## src/rtl/seg7_pkg.sv

```systemverilog
// seg7_pkg
//   Shared 7-segment encoding for the scoreboard driver and its readback.
//   Segment bit order: bit0 = a ... bit6 = g, 1 = segment lit.
//   Code space: 0..9 digits, 10 blank, 11 'P', 12 dash, 15 invalid.
//   Driver and reader both use these constants, so encode and decode stay
//   in lock-step.
package seg7_pkg;

    typedef logic [6:0] seg_t;
    typedef logic [3:0] code_t;

    localparam seg_t SEG_0     = 7'b0111111;
    localparam seg_t SEG_1     = 7'b0000110;
    localparam seg_t SEG_2     = 7'b1011011;
    localparam seg_t SEG_3     = 7'b1001111;
    localparam seg_t SEG_4     = 7'b1100110;
    localparam seg_t SEG_5     = 7'b1101101;
    localparam seg_t SEG_6     = 7'b1111101;
    localparam seg_t SEG_7     = 7'b0000111;
    localparam seg_t SEG_8     = 7'b1111111;
    localparam seg_t SEG_9     = 7'b1101111;
    localparam seg_t SEG_BLANK = 7'b0000000;
    localparam seg_t SEG_P     = 7'b1110011;
    localparam seg_t SEG_DASH  = 7'b1000000;

    localparam code_t CODE_BLANK   = 4'd10;
    localparam code_t CODE_P       = 4'd11;
    localparam code_t CODE_DASH    = 4'd12;
    localparam code_t CODE_INVALID = 4'd15;

    // Reader-side state: WAIT until first commit, LOCKED while the sampled
    // pair sits saturated on the committed value, TRACK otherwise.
    typedef enum logic [1:0] {
        ST_WAIT   = 2'd0,
        ST_TRACK  = 2'd1,
        ST_LOCKED = 2'd2
    } rd_state_t;

    function automatic logic code_is_invalid(input code_t c);
        return c == CODE_INVALID;
    endfunction

endpackage

```

## src/rtl/seg7_to_code.sv

```systemverilog
// seg7_to_code
//   Combinational 7-segment pattern to 4-bit code decoder.
//   seg  : segment pattern (bit0 = a ... bit6 = g)
//   code : 0..9, CODE_BLANK, CODE_P, CODE_DASH, or CODE_INVALID for any
//          pattern that is not an exact match.
module seg7_to_code
    import seg7_pkg::*;
(
    input  logic [6:0] seg,
    output logic [3:0] code
);

    always_comb begin
        code = CODE_INVALID;
        case (seg)
            SEG_0:     code = 4'd0;
            SEG_1:     code = 4'd1;
            SEG_2:     code = 4'd2;
            SEG_3:     code = 4'd3;
            SEG_4:     code = 4'd4;
            SEG_5:     code = 4'd5;
            SEG_6:     code = 4'd6;
            SEG_7:     code = 4'd7;
            SEG_8:     code = 4'd8;
            SEG_9:     code = 4'd9;
            SEG_BLANK: code = CODE_BLANK;
            SEG_P:     code = CODE_P;
            SEG_DASH:  code = CODE_DASH;
            default:   code = CODE_INVALID;
        endcase
    end

endmodule

```

## src/rtl/dual_7_seg_reader.sv

```systemverilog
// dual_7_seg_reader
//   Reads back a two-digit 7-segment display: decodes tens/ones patterns
//   and commits the pair once it has been identical for STABLE_CNT strobed
//   samples.
//   Ports:
//     clk_i, rst_i (sync, active-high)
//     sample_en_i            : inputs evaluated only when 1
//     seg_tens_i, seg_ones_i : segment patterns (bit0 = a ... bit6 = g)
//     tens_o, ones_o         : committed codes
//     valid_o                : at least one commit since reset
//     update_o               : one-cycle pulse per commit
//     err_o                  : committed pair contains an invalid code
module dual_7_seg_reader
    import seg7_pkg::*;
#(
    parameter int STABLE_CNT = 4    // 1..15
) (
    input  logic       clk_i,
    input  logic       rst_i,
    input  logic       sample_en_i,
    input  logic [6:0] seg_tens_i,
    input  logic [6:0] seg_ones_i,
    output logic [3:0] tens_o,
    output logic [3:0] ones_o,
    output logic       valid_o,
    output logic       update_o,
    output logic       err_o
);

    localparam logic [3:0] RUN_MAX = 4'(STABLE_CNT);

    code_t      tens_code, ones_code;
    logic [7:0] pair_new;
    logic [7:0] cand;
    logic [3:0] run;
    logic [3:0] run_next;
    logic       match;
    logic       run_done;
    logic       commit;
    rd_state_t  state;

    seg7_to_code u_tens (.seg(seg_tens_i), .code(tens_code));
    seg7_to_code u_ones (.seg(seg_ones_i), .code(ones_code));

    assign pair_new = {tens_code, ones_code};

    always_comb begin
        match    = (pair_new == cand);
        run_next = 4'd1;
        if (match)
            run_next = (run >= RUN_MAX) ? RUN_MAX : run + 4'd1;
        // A run "completes" on the sample that first reaches RUN_MAX. A
        // mismatching sample always starts a fresh run, which matters when
        // RUN_MAX is 1: run is already 1 but the new value has not been seen.
        run_done = (run_next == RUN_MAX) && (!match || run != RUN_MAX);
        commit   = run_done && (!valid_o || pair_new != {tens_o, ones_o});
    end

    always_ff @(posedge clk_i) begin
        if (rst_i) begin
            cand     <= 8'hFF;
            run      <= 4'd0;
            tens_o   <= 4'd0;
            ones_o   <= 4'd0;
            valid_o  <= 1'b0;
            update_o <= 1'b0;
            err_o    <= 1'b0;
            state    <= ST_WAIT;
        end else begin
            update_o <= 1'b0;
            if (sample_en_i) begin
                cand <= pair_new;
                run  <= run_next;
                if (commit) begin
                    tens_o   <= tens_code;
                    ones_o   <= ones_code;
                    valid_o  <= 1'b1;
                    update_o <= 1'b1;
                    err_o    <= code_is_invalid(tens_code) ||
                                code_is_invalid(ones_code);
                end

                case (state)
                    ST_WAIT: begin
                        if (commit)
                            state <= ST_LOCKED;
                    end
                    ST_LOCKED: begin
                        if (!match)
                            state <= ST_TRACK;
                    end
                    default: begin
                        // Either a fresh commit or a run that settled back
                        // onto the committed value re-locks.
                        if (commit || (run_done && pair_new == {tens_o, ones_o}))
                            state <= ST_LOCKED;
                        else
                            state <= ST_TRACK;
                    end
                endcase
            end
        end
    end

endmodule

```

## config.mk

```make
export PLATFORM = sky130hd
export DESIGN_NAME = dual_7_seg_reader
export DESIGN_NICKNAME = d
export VERILOG_FILES = /design/src/rtl/seg7_pkg.sv /design/src/rtl/seg7_to_code.sv /design/src/rtl/dual_7_seg_reader.sv
export SDC_FILE = /design/constraint.sdc
export NUM_CORES = 1
export LEC_CHECK = 0
export ABC_CLOCK_PERIOD_IN_PS = 3200
export BUFFER_PORTS_ARGS = -buffer_cell sky130_fd_sc_hd__clkbuf_2
export CAP_MARGIN = 20
export CELL_PAD_IN_SITES_DETAIL_PLACEMENT = 1
export CELL_PAD_IN_SITES_GLOBAL_PLACEMENT = 1
export CORE_ASPECT_RATIO = 0.75
export CORE_MARGIN = 3
export CORE_UTILIZATION = 42
export DETAILED_ROUTE_END_ITERATION = 16
export PLACE_DENSITY = 0.81
export SLEW_MARGIN = 25
export SYNTH_ARGS = -nofsm -noshare
export SYNTH_HDL_FRONTEND = slang
export SYNTH_SLANG_ARGS = --single-unit
export TNS_END_PERCENT = 30
```

## constraint.sdc

```tcl
create_clock -name clk_i -period 3.2 [get_ports clk_i]
set_clock_uncertainty 0.15 [all_clocks]
set_input_delay 0 -clock clk_i [delete_from_list [all_inputs] [get_ports clk_i]]
set_output_delay 0 -clock clk_i [all_outputs]
set_load 0.02 [all_outputs]
```

# Word-level counts from Yosys, hierarchy flattened
# Index checks and enable logic that the tools add are counted.
[classes]
n_addsub = 1
order_cmp = 1
n_eq_ne = 30
mux = 5
bitwise_logic = 1
n_reduce_logical = 11
[ops]
columns = ["operator", "count"]
rows = [
  ["$eq 7x7->1 const B", 18],
  ["$pmux 4 s13", 2],
  ["$eq 7x3->1 const B", 4],
  ["$eq 7x6->1 const B", 2],
  ["$logic_not 7->1", 2],
  ["$eq 4x4->1 const B", 2],
  ["$eq 8x8->1", 1],
  ["$mux 4", 2],
  ["$ne 8x8->1", 1],
  ["$add 4x1->4 const B", 1],
  ["$eq 4x3->1 const B", 1],
  ["$ge 4x3->1 const B", 1],
  ["$ne 4x3->1 const B", 1],
  ["$logic_or 1x1->1", 3],
  ["$logic_and 1x1->1", 2],
  ["$logic_not 1->1", 2],
  ["$reduce_and 2->1", 1],
  ["$reduce_or 2->1", 1],
  ["$mux 1", 1],
  ["$not 1->1", 1],
]
[word_totals]
register_bits = 23
inputBits = 17
out_inout_bits = 11
word_cells = 56

# Logic depth before layout (Yosys ltp)
# Gate-level depths: netlist of run 1.
[logic_depth]
ltp_word = 8
depth_mapped = 11
depth_no_buf = 8

# Cells and area by module
# A second synthesis of run 1 with hierarchy kept.
[hier_totals]
cells_unflattened = 227
hier_area_um2 = 1869.3
[by_module_without_submodules]
columns = ["module", "instances", "cells_per_inst", "area_each_um2", "seq_area_each_um2"]
rows = [
  ["dual_7_seg_reader", 1, 123, 1158.6, 460.4],
  ["seg7_to_code", 2, 52, 355.3, 0.0],
]

# Worst setup path before layout of run 1
# Ideal clock, no wire load.
[synth_timing]
kind = "input to register"
start = "input seg_ones_i[0]"
end = "register ones_o[0]"
setup_time_ps = 121
arrival_ps = 2548
required_time_ps = 2929
setup_slack_ps = 380
cell_stages = 10
path_buffers = 2
cell_sequence = "buf_6 > or3_1 > or4_4 > o211a_1 > o21a_1 > xnor2_1 > nor4_2 > o2111a_1 > buf_6 > mux2_4"
[synth_between]
elab_chain_len = 8
elab_cells_between_ends = 24
cone_classes = "eq/ne (15); mux (2); reduce/logical (7)"
[synth_lines]
columns = ["item", "line_no", "source"]
rows = [
  ["from (decl)", "dual_7_seg_reader.sv:22", "input logic [6:0] seg_ones_i,"],
  ["$eq 7x7->1 (tied with other cells)", "seg7_to_code.sv:15", "case (seg)"],
  ["$pmux 4 s13 *", "seg7_to_code.sv:15", ""],
  ["$eq 8x8->1", "dual_7_seg_reader.sv:48", "match = (pair_new == cand);"],
  ["$mux 4 / $logic_not 1->1 (equally long branches)", "n/a", ""],
  ["$eq 4x3->1 / $logic_or 1x1->1 (equally long branches)", "dual_7_seg_reader.sv:55", "run_done = (run_next == RUN_MAX) && (!match || run != RUN_MAX);"],
  ["$logic_and 1x1->1", "dual_7_seg_reader.sv:55", ""],
  ["$logic_and 1x1->1", "dual_7_seg_reader.sv:56", "commit = run_done && (!valid_o || pair_new != {tens_o, ones_o});"],
  ["$reduce_and 2->1 (no source line)", "n/a", ""],
  ["to (signal assigned)", "dual_7_seg_reader.sv:76", "ones_o <= ones_code;"],
  ["to (decl)", "dual_7_seg_reader.sv:24", "output logic [3:0] ones_o,"],
]
# Mark *: on every way between the ends. The rest lies on a longest branch, timed or not.
# A chain may end at the register's enable or synchronous reset.

# Final worst setup path of run 1
[layout_timing]
start = "register run[0]"
end = "register tens_o[2]"
[layout_between]
elab_chain_len = 7
elab_cells_between_ends = 10
cone_classes = "add/sub (1); order compare (1); eq/ne (2); mux (2); reduce/logical (4)"
[layout_lines]
columns = ["item", "line_no", "source"]
rows = [
  ["from (decl)", "dual_7_seg_reader.sv:35", "logic [3:0] run;"],
  ["from (signal assigned)", "dual_7_seg_reader.sv:73", "run <= run_next;"],
  ["$add 4x1->4 / $ge 4x3->1 (equally long branches)", "dual_7_seg_reader.sv:51", "run_next = (run >= RUN_MAX) ? RUN_MAX : run + 4'd1;"],
  ["$mux 4", "dual_7_seg_reader.sv:51", ""],
  ["$mux 4", "dual_7_seg_reader.sv:50", "if (match)"],
  ["$eq 4x3->1", "dual_7_seg_reader.sv:55", ""],
  ["$logic_and 1x1->1 *", "dual_7_seg_reader.sv:55", ""],
  ["$logic_and 1x1->1 *", "dual_7_seg_reader.sv:56", ""],
  ["$reduce_and 2->1 (no source line) *", "n/a", ""],
  ["to (signal assigned)", "dual_7_seg_reader.sv:75", "tens_o <= tens_code;"],
  ["to (decl)", "dual_7_seg_reader.sv:23", "output logic [3:0] tens_o,"],
]
# Marks and branches as above.

==> impl_metrics.env, run 1 <==
export IMPL_fin_setup_tns_ps=0
export IMPL_crit_path_end_kind="flip-flop"
export IMPL_finalPower_uw=630
export IMPL_worstPathMaxFanout=9
export IMPL_drt_pass1_iterations=4
export IMPL_hold_viol=0
export IMPL_p_per_area_mw_per_mm2=303
export IMPL_viasPerCell=5.85
export IMPL_drive_above_1_share=0.213
export IMPL_yosysMostFrequentCell="nand2_1"
export IMPL_outcome="complete, no violations"
export IMPL_synth_top_area_cell="dfxtp_1"
export IMPL_post_route_period_util=0.873
export IMPL_syn_cell_area_mm2=0.00189
export IMPL_p_leak_nw=0.777
export IMPL_wire_per_inst_um=16.3
export IMPL_reg2reg_depth=8
export IMPL_crit_type="reg -> reg"
export IMPL_cts_setup_buffers=0
export IMPL_globalplace_congestion=0.854
export IMPL_fin_cells=309
export IMPL_synth_edf_count=0
export IMPL_h_tree_depth=1
export IMPL_cts_root_buf="clkbuf_8"
export IMPL_clkPwrFrac=0.291
export IMPL_synthCells=236
export IMPL_cts_tree="yes"
export IMPL_rsz0062_at_grt="false"
export IMPL_relSlewSlack=0.626
export IMPL_p_switching_uw=193
export IMPL_ys_async_sr_fraction=0
export IMPL_nets=274
export IMPL_syn_num_nets=255
export IMPL_holdWs_ps=9.95
export IMPL_power_internal_uw=437
export IMPL_hold_path_class="in -> reg"
export IMPL_grt_pass1_wl_um=8810
export IMPL_synthTopCellsByCount="nand2_1, dfxtp_1, o21ai_0"
export IMPL_arrival_ps=2800
export IMPL_synth_seq_cells=23
export IMPL_synthFlopType="dfxtp_1"
export IMPL_num_vias=1809
export IMPL_sw_frac_of_total=0.307
export IMPL_area_growth_pct=9.85
export IMPL_ios=28
export IMPL_drtIter0Drc=56
export IMPL_cp_start_kind="flip-flop"
export IMPL_cts_hold_buf=0
export IMPL_setup_viol=0
export IMPL_yosysSeqAreaShare=0.243
export IMPL_dieHeight_um=64.1
export IMPL_grt_usage=0.198
export IMPL_timing_max_cap_violations=0
export IMPL_hold_depth=2
export IMPL_synth_cell_types=57
export IMPL_slew_viol_final=0
export IMPL_die_w_um=83.5
export IMPL_antenna_found_initial=0
export IMPL_grt_max_degree=24
export IMPL_hpwl_um=3860
export IMPL_syn_avg_cell_area_um2=8.02
export IMPL_tightest_slew_ps=554
export IMPL_clock_fmax_ghz=0.358
export IMPL_synth_top_area_share=0.243
export IMPL_insertion_delay_ps=270
export IMPL_yosysWarnings=0
export IMPL_dp_cells=305
export IMPL_required_ps=3210
export IMPL_core_region_area_mm2=0.00420
export IMPL_grt_pass1_vias=1814
export IMPL_cts_repair_resized=0
export IMPL_port_buffer_count=27
export IMPL_final_fill_count=542
export IMPL_die_area_mm2=0.00536
export IMPL_pwr_share_comb=0.236
export IMPL_clkSlewWorstSetupHoldPaths_ps=90
export IMPL_drc_errors=0
export IMPL_gr_total_overflow=0
export IMPL_cts_sinks=23
export IMPL_start_util=0.450
export IMPL_rows=20
export IMPL_numCtsBuffers=3
export IMPL_fin_crit_ps=2790
export IMPL_diodes=0
export IMPL_routed_wl_um=5040
export IMPL_clockBufferDepth=2
export IMPL_ant_nets=0
export IMPL_synthTopCellsByArea="dfxtp_1, nand2_1, xnor2_1"
export IMPL_ir_worst_vdd_mv=0.181
export IMPL_power_share_sequential=0.473
==> cell families after synthesis <==
kind of cell	Yosys count	share of synthesized area
muxes	9	0.0608
DFF	23	0.243
xor gates and xnor gates	15	0.0734
and+or+nand+nor	113	0.348
buffers and inverters	24	0.0740
AOI/OAI and AO/OA	50	0.188
adders and majority gates	2	0.0132
==> metal layers <==
layer,routed length (um),share of wire,global-route usage,up-vias
met5,0,0,0,-
met3,165,0.033,0.0387,6
li1,-,-,-,896
met4,40,0.0079,0.0482,0
met2,2200,0.44,0.303,31
met1,2640,0.52,0.285,876
==> power groups by stage <==
stage	clock [mW]	combinational, mW	sequential (mW)
after floorplan	0	0.108	0.305
after global placement	0	0.142	0.304
after detailed placement	0	0.147	0.305
after CTS	0.188	0.149	0.298
after global routing	0.197	0.167	0.299
final	0.183	0.149	0.298
==> final cells by class <==
| cell class | instances | area, um2 | share of cell area |
|---|---|---|---|
| inverter | 5 | 18.8 | 0.00903 |
| sequential | 23 | 460 | 0.221 |
| timing repair buffer | 33 | 193 | 0.0927 |
| clock buffer | 3 | 41.3 | 0.0199 |
| multi-input combinational | 189 | 1290 | 0.622 |
| tap | 55 | 68.8 | 0.0331 |
| clock inverter | 1 | 5.00 | 0.00241 |
==> placed cells by master (no fill, tap or decap), drive strengths merged, types with 3 or more instances in the layout <==
| cell | n |
|---|---|
| and3 | 4 |
| mux2 | 5 |
| nor2b | 8 |
| xnor2 | 12 |
| nand2 | 28 |
| and4 | 3 |
| nand4b | 3 |
| nor2 | 11 |
| and3b | 3 |
| nand4 | 8 |
| inv | 4 |
| buf | 6 |
| mux2i | 4 |
| a21oi | 10 |
| nor3b | 4 |
| nor4 | 3 |
| and2 | 5 |
| o21ai | 15 |
| nand3 | 11 |
| or4 | 3 |
| clkbuf | 30 |
| o21a | 4 |
| nor4b | 4 |
| nor3 | 7 |
| xor2 | 3 |
| o211ai | 3 |
| a21boi | 3 |
| dfxtp | 23 |
==> path summary, 6_finish.rpt <==
kind	start	end	slack (ps)
hold reg to reg	err_o$_SDFFE_PP0P_	err_o$_SDFFE_PP0P_	330
setup / recovery	run[0]$_SDFFE_PP0P_	tens_o[2]$_SDFFE_PP0P_	410
setup reg to reg	run[0]$_SDFFE_PP0P_	tens_o[2]$_SDFFE_PP0P_	410
hold / removal	rst_i	run[1]$_SDFFE_PP0P_	10
==> worst max-delay path, cell delays in order (launching register included) <==
cell and delay (ps):
dfxtp_1 400, inv_1 90, ha_1 320, nor4b_1 300, o31a_1 210, nor4b_1 450
o2111a_1 320, buf_12 150, mux2_4 300
==> state kept, by name, indices dropped and copies added (netlist names) <==
register	flops
cand	8
err_o	1
ones_o	4
run	4
tens_o	4
update_o	1
valid_o	1
==> stage by stage <==
stage / util / setup WS (ps) / cell area, um2
after floorplan: - / 380 / 1890
final: 0.495 / 406 / 2080
after global routing: 0.495 / 158 / 2080
after CTS: 0.495 / 408 / 2080
after global placement: 0.484 / 162 / 2030
after detailed placement: 0.484 / 141 / 2030
(Power assumes the default switching activity.)
==> run 2, diff against run 1 <==
CORE_UTILIZATION = 44   (was 42)
CTS_BUF_LIST = sky130_fd_sc_hd__clkbuf_4 sky130_fd_sc_hd__clkbuf_8   (was not set)
PLACE_DENSITY = 0.85   (was 0.81)
==> impl_metrics.env, run 2 (synthesis gave the netlist of run 1 again) <==
export IMPL_layout_setup_ws_ps=431
export IMPL_hpwl_um=3920
export IMPL_drt_pass1_iterations=4
export IMPL_pwr_share_comb=0.235
export IMPL_core_region_area_mm2=0.00390
export IMPL_clkSlewWorstSetupHoldPaths_ps=80
export IMPL_clockBufferDepth=2
export IMPL_arrival_ps=2780
export IMPL_post_route_period_util=0.865
export IMPL_p_switching_uw=190
export IMPL_path_cells="clkbuf_2, nand2_1, or4_1, and3_1, a31oi_2, xnor2_1, or4_4, o2111a_1, buf_4, mux2_4"
export IMPL_gr_total_overflow=0
export IMPL_nets=276
export IMPL_grt_max_degree=24
export IMPL_largest_reg_flops=8
export IMPL_drc_errors=0
export IMPL_ant_nets=0
export IMPL_cts_root_buf="clkbuf_8"
export IMPL_cts_tree="yes"
export IMPL_cts_sinks=23
export IMPL_drtIter0Drc=95
export IMPL_hold_viol=0
export IMPL_r2r_slack_ps=460
export IMPL_numCtsBuffers=3
export IMPL_rsz0062_at_grt="false"
export IMPL_pre_cts_ws_ps=136
export IMPL_routed_wl_um=5020
export IMPL_finalPower_uw=638
export IMPL_required_ps=3210
export IMPL_cts_repair_resized=0
export IMPL_seq_area_um2=460
export IMPL_ios=28
export IMPL_worst_path_max_delay_cell="or4_1"
export IMPL_dieHeight_um=62.8
export IMPL_p_leak_nw=0.784
export IMPL_grt_pass1_wl_um=8430
export IMPL_globalplace_congestion=0.881
export IMPL_antenna_found_initial=0
export IMPL_tightest_slew_ps=539
export IMPL_ir_worst_vdd_mv=0.267
export IMPL_num_vias=1804
export IMPL_h_tree_depth=1
export IMPL_final_cell_mix="nand2_1, clkbuf_2, dfxtp_1"
export IMPL_fin_crit_ps=2770
export IMPL_power_internal_uw=448
export IMPL_port_buffer_count=27
export IMPL_multi_input_area_mm2=0.00129
export IMPL_crit_type="in -> reg"
export IMPL_crit_path_end_kind="flip-flop"
export IMPL_wire_per_inst_um=16.3
export IMPL_start_util=0.486
export IMPL_power_share_sequential=0.468
export IMPL_slew_viol_final=0
export IMPL_cp_start_kind="primary input"
export IMPL_cts_hold_buf=1
export IMPL_critical_path_max_stage_delay_ps=530
export IMPL_relSlewSlack=0.638
export IMPL_clkPwrFrac=0.297
export IMPL_grt_usage=0.205
export IMPL_grt_pass1_vias=1770
export IMPL_area_growth_pct=10.0
export IMPL_final_common_cell="nand2_1"
export IMPL_crit_family="simple AND/OR/NAND/NOR gates"
export IMPL_top_register="cand"
export IMPL_outcome="complete, no violations"
export IMPL_drive_above_1_share=0.215
export IMPL_worstPathMaxFanout=10
export IMPL_sw_frac_of_total=0.298
export IMPL_viasPerCell=5.86
export IMPL_diodes=0
export IMPL_final_fill_count=508
export IMPL_hold_path_class="in -> reg"
export IMPL_die_w_um=81.7
export IMPL_p_per_area_mw_per_mm2=306
export IMPL_rows=19
export IMPL_timing_max_cap_violations=0
export IMPL_utilization=0.534
export IMPL_setup_viol=0
export IMPL_cts_setup_buffers=0
export IMPL_insertion_delay_ps=270
export IMPL_die_area_mm2=0.00513
export IMPL_crit_buf_inv=2
export IMPL_fin_setup_tns_ps=0
export IMPL_clock_fmax_ghz=0.361
run 2: worst paths after layout:
path | startpoint | endpoint | cells past startpoint
setup / recovery | seg_tens_i[1] | tens_o[0]$_SDFFE_PP0P_ | 10
hold / removal | sample_en_i | run[3]$_SDFFE_PP0P_ | 2
setup reg to reg | run[0]$_SDFFE_PP0P_ | tens_o[0]$_SDFFE_PP0P_ | 8
hold reg to reg | err_o$_SDFFE_PP0P_ | err_o$_SDFFE_PP0P_ | 2
run 2: area by class of cell:
class / instances / area share
Multi-Input combinational cell: 189 / 0.620
Sequential cell: 23 / 0.221
Timing Repair Buffer: 35 / 0.0949
Tap cell: 52 / 0.0312
Clock buffer: 4 / 0.0234
Inverter: 5 / 0.00901
run 2: metrics by stage:
| stage | instances | instance area (um2) | hold WS, ps |
|---|---|---|---|
| floorplan | 236 | 1890 | 27.5 |
| global placement | 303 | 2020 | 257 |
| detailed placement | 303 | 2020 | 268 |
| CTS | 308 | 2080 | 71.0 |
| global route | 308 | 2080 | 96.3 |
| finish | 308 | 2080 | 70.9 |
run 2: power by group through the flow:
stage / combinational, mW / sequential [mW] / clock, mW
after detailed placement: 0.148 / 0.305 / 0
final: 0.150 / 0.298 / 0.189
after global placement: 0.142 / 0.305 / 0
after CTS: 0.150 / 0.298 / 0.197
after global routing: 0.166 / 0.299 / 0.210
after floorplan: 0.108 / 0.305 / 0
run 2: routing by layer:
layer,up-vias,routed length [um],GRT usage
met3,7,196,0.0476
li1,901,-,-
met4,0,30,0.0290
met2,38,2130,0.307
met5,-,0,0
met1,858,2660,0.301
==> run 3, diff against run 2 <==
==> constraint.sdc (replaced) <==
create_clock -name clk_i -period 3.2 [get_ports clk_i]
set_clock_uncertainty 0.15 [all_clocks]
set_input_delay 0.48 -clock clk_i [delete_from_list [all_inputs] [get_ports clk_i]]
set_output_delay 0.48 -clock clk_i [all_outputs]
set_load 0.02 [all_outputs]
==> impl_metrics.env, run 3 (synthesis gave the netlist of run 1 again) <==
export IMPL_hpwl_um=5030
export IMPL_cp_depth=9
export IMPL_arrival_ps=3300
export IMPL_drive_above_1_share=0.372
export IMPL_p_leak_nw=1.05
export IMPL_r2r_start="run[0]$_SDFFE_PP0P_"
export IMPL_worstPathMaxFanout=5
export IMPL_top_register="cand"
export IMPL_final_fill_count=493
export IMPL_tightest_slew_ps=592
export IMPL_h_tree_depth=1
export IMPL_timing_max_cap_violations=0
export IMPL_relSlewSlack=0.603
export IMPL_start_util=0.486
export IMPL_globalplace_congestion=0.868
export IMPL_ir_worst_vdd_mv=0.190
export IMPL_fin_crit_ps=3280
export IMPL_antenna_found_initial=0
export IMPL_crit_family="simple AND/OR/NAND/NOR gates"
export IMPL_timing_rr_end="tens_o[2]$_SDFFE_PP0P_"
export IMPL_hold_path_class="reg -> reg"
export IMPL_path_cells="buf_8, or3_4, or4_4, a211oi_4, xnor2_2, or4_4, o2111a_2, buf_6, mux2_4"
export IMPL_busiest_layer="met2"
export IMPL_crit_type="in -> reg"
export IMPL_gr_total_overflow=0
export IMPL_insertion_delay_ps=280
export IMPL_outcome="finished, violations left"
export IMPL_cts_tree="yes"
export IMPL_worst_path_max_delay_cell="or4_4"
export IMPL_largest_reg_flops=8
export IMPL_crit_buf_inv=2
export IMPL_drtIter0Drc=190
export IMPL_crit_path_end="tens_o[2]$_SDFFE_PP0P_"
export IMPL_use_met3=0.0432
export IMPL_grtUsageMet2=0.453
export IMPL_hold_viol=0
export IMPL_area_growth_pct=34.0
export IMPL_die_area_mm2=0.00513
export IMPL_fin_cells=356
export IMPL_layout_setup_ws_ps=-83.6
export IMPL_core_region_area_mm2=0.00390
export IMPL_grt_usage=0.271
export IMPL_setup_viol=7
export IMPL_cts_hold_buf=0
export IMPL_drt_pass1_iterations=4
export IMPL_final_common_cell="buf_4"
export IMPL_crit_path_end_kind="flip-flop"
export IMPL_nets=324
export IMPL_grt_pass1_wl_um=11000
export IMPL_fin_setup_tns_ps=-438
export IMPL_clkSlewWorstSetupHoldPaths_ps=90
export IMPL_required_ps=3210
export IMPL_cp_start_kind="primary input"
export IMPL_viasPerCell=6.19
export IMPL_rsz0062_at_grt="true"
export IMPL_grt_pass1_vias=2210
export IMPL_cts_root_buf="clkbuf_8"
export IMPL_ios=28
export IMPL_critPathLaunch="seg_ones_i[2]"
export IMPL_dp_cells=349
export IMPL_violations="negative setup slack"
export IMPL_p_per_area_mw_per_mm2=282
export IMPL_diodes=0
export IMPL_rows=19
export IMPL_numCtsBuffers=3
export IMPL_clockBufferDepth=2
export IMPL_clock_fmax_ghz=0.305
export IMPL_ant_nets=0
export IMPL_dieHeight_um=62.8
export IMPL_use_met1=0.365
export IMPL_port_buffer_count=27
export IMPL_drc_errors=0
export IMPL_r2r_slack_ps=410
export IMPL_path_common_cell="or4_4"
export IMPL_grt_max_degree=24
export IMPL_wire_per_inst_um=21.8
export IMPL_holdWs_ps=324
export IMPL_post_route_period_util=1.03
export IMPL_cts_sinks=23
export IMPL_routed_wl_um=7750
export IMPL_reg2reg_depth=8
export IMPL_die_w_um=81.7
export IMPL_critical_path_max_stage_delay_ps=550
export IMPL_final_cell_mix="buf_4, nand2_1, clkbuf_2"
export IMPL_num_vias=2202
export IMPL_slew_viol_final=0
run 3: changes by cell type in the layout (fill, tap and decap cells not counted), moves of 2 or more:
cell | previous run | this run
buf_4 | 7 | 53
buf_6 | 0 | 4
xnor2_1 | 11 | 9
clkbuf_2 | 27 | 24
xnor2_2 | 1 | 3
run 3: worst min path at each step:
stage | from | to | cells after the start
floorplan | run[1]$_SDFFE_PP0P_ | run[1]$_SDFFE_PP0P_ | 2
global placement | err_o$_SDFFE_PP0P_ | err_o$_SDFFE_PP0P_ | 2
detailed placement | err_o$_SDFFE_PP0P_ | err_o$_SDFFE_PP0P_ | 2
CTS | err_o$_SDFFE_PP0P_ | err_o$_SDFFE_PP0P_ | 2
global route | err_o$_SDFFE_PP0P_ | err_o$_SDFFE_PP0P_ | 2
finish | err_o$_SDFFE_PP0P_ | err_o$_SDFFE_PP0P_ | 2
run 3: cell type report:
type / instances / area (um2) / area share
multi-input cells: 189 / 1360 / 0.536
repair buffers: 83 / 583 / 0.230
flip-flops and latches: 23 / 460 / 0.182
well taps: 52 / 65.1 / 0.0257
inverters: 5 / 18.8 / 0.00740
clock buffers: 4 / 48.8 / 0.0192
run 3: layer usage:
layer | vias to the layer above | share of wire
met5 | - | 0
met4 | 0 | 0.022
met3 | 20 | 0.059
met2 | 83 | 0.47
met1 | 1100 | 0.45
li1 | 999 | -
run 3: per-stage QoR:
stage | util | instance area (um2) | total power [mW] | setup slack, ps
2_1_floorplan | - | 1890 | 0.413 | -80.2
3_3_place_gp | 0.608 | 2370 | 0.481 | -174
3_5_place_dp | 0.608 | 2370 | 0.494 | -316
4_1_cts | 0.624 | 2430 | 0.685 | 31.1
5_1_grt | 0.651 | 2540 | 0.751 | -157
6_report | 0.651 | 2540 | 0.716 | -83.6
run 3: repair_timing:
item                       CTS  global route
setup endpoints to repair    7             7
setup buffers                0             3
gates cloned                 0             0
pin swaps                    0             8
gates resized for setup      2            22
run 3: worst register-to-register path, stage by stage (launching register included):
cell,delay [ps]
dfxtp_1,460
inv_1,110
ha_1,330
nor4b_1,340
o31a_1,220
nor4b_2,310
o2111a_2,310
buf_6,140
mux2_4,300
run 3: where the power goes:
group	switching (mW)	internal, mW
clock	0.0987	0.0978
sequential	0.00779	0.292
combinational	0.123	0.0973
total	0.229	0.487
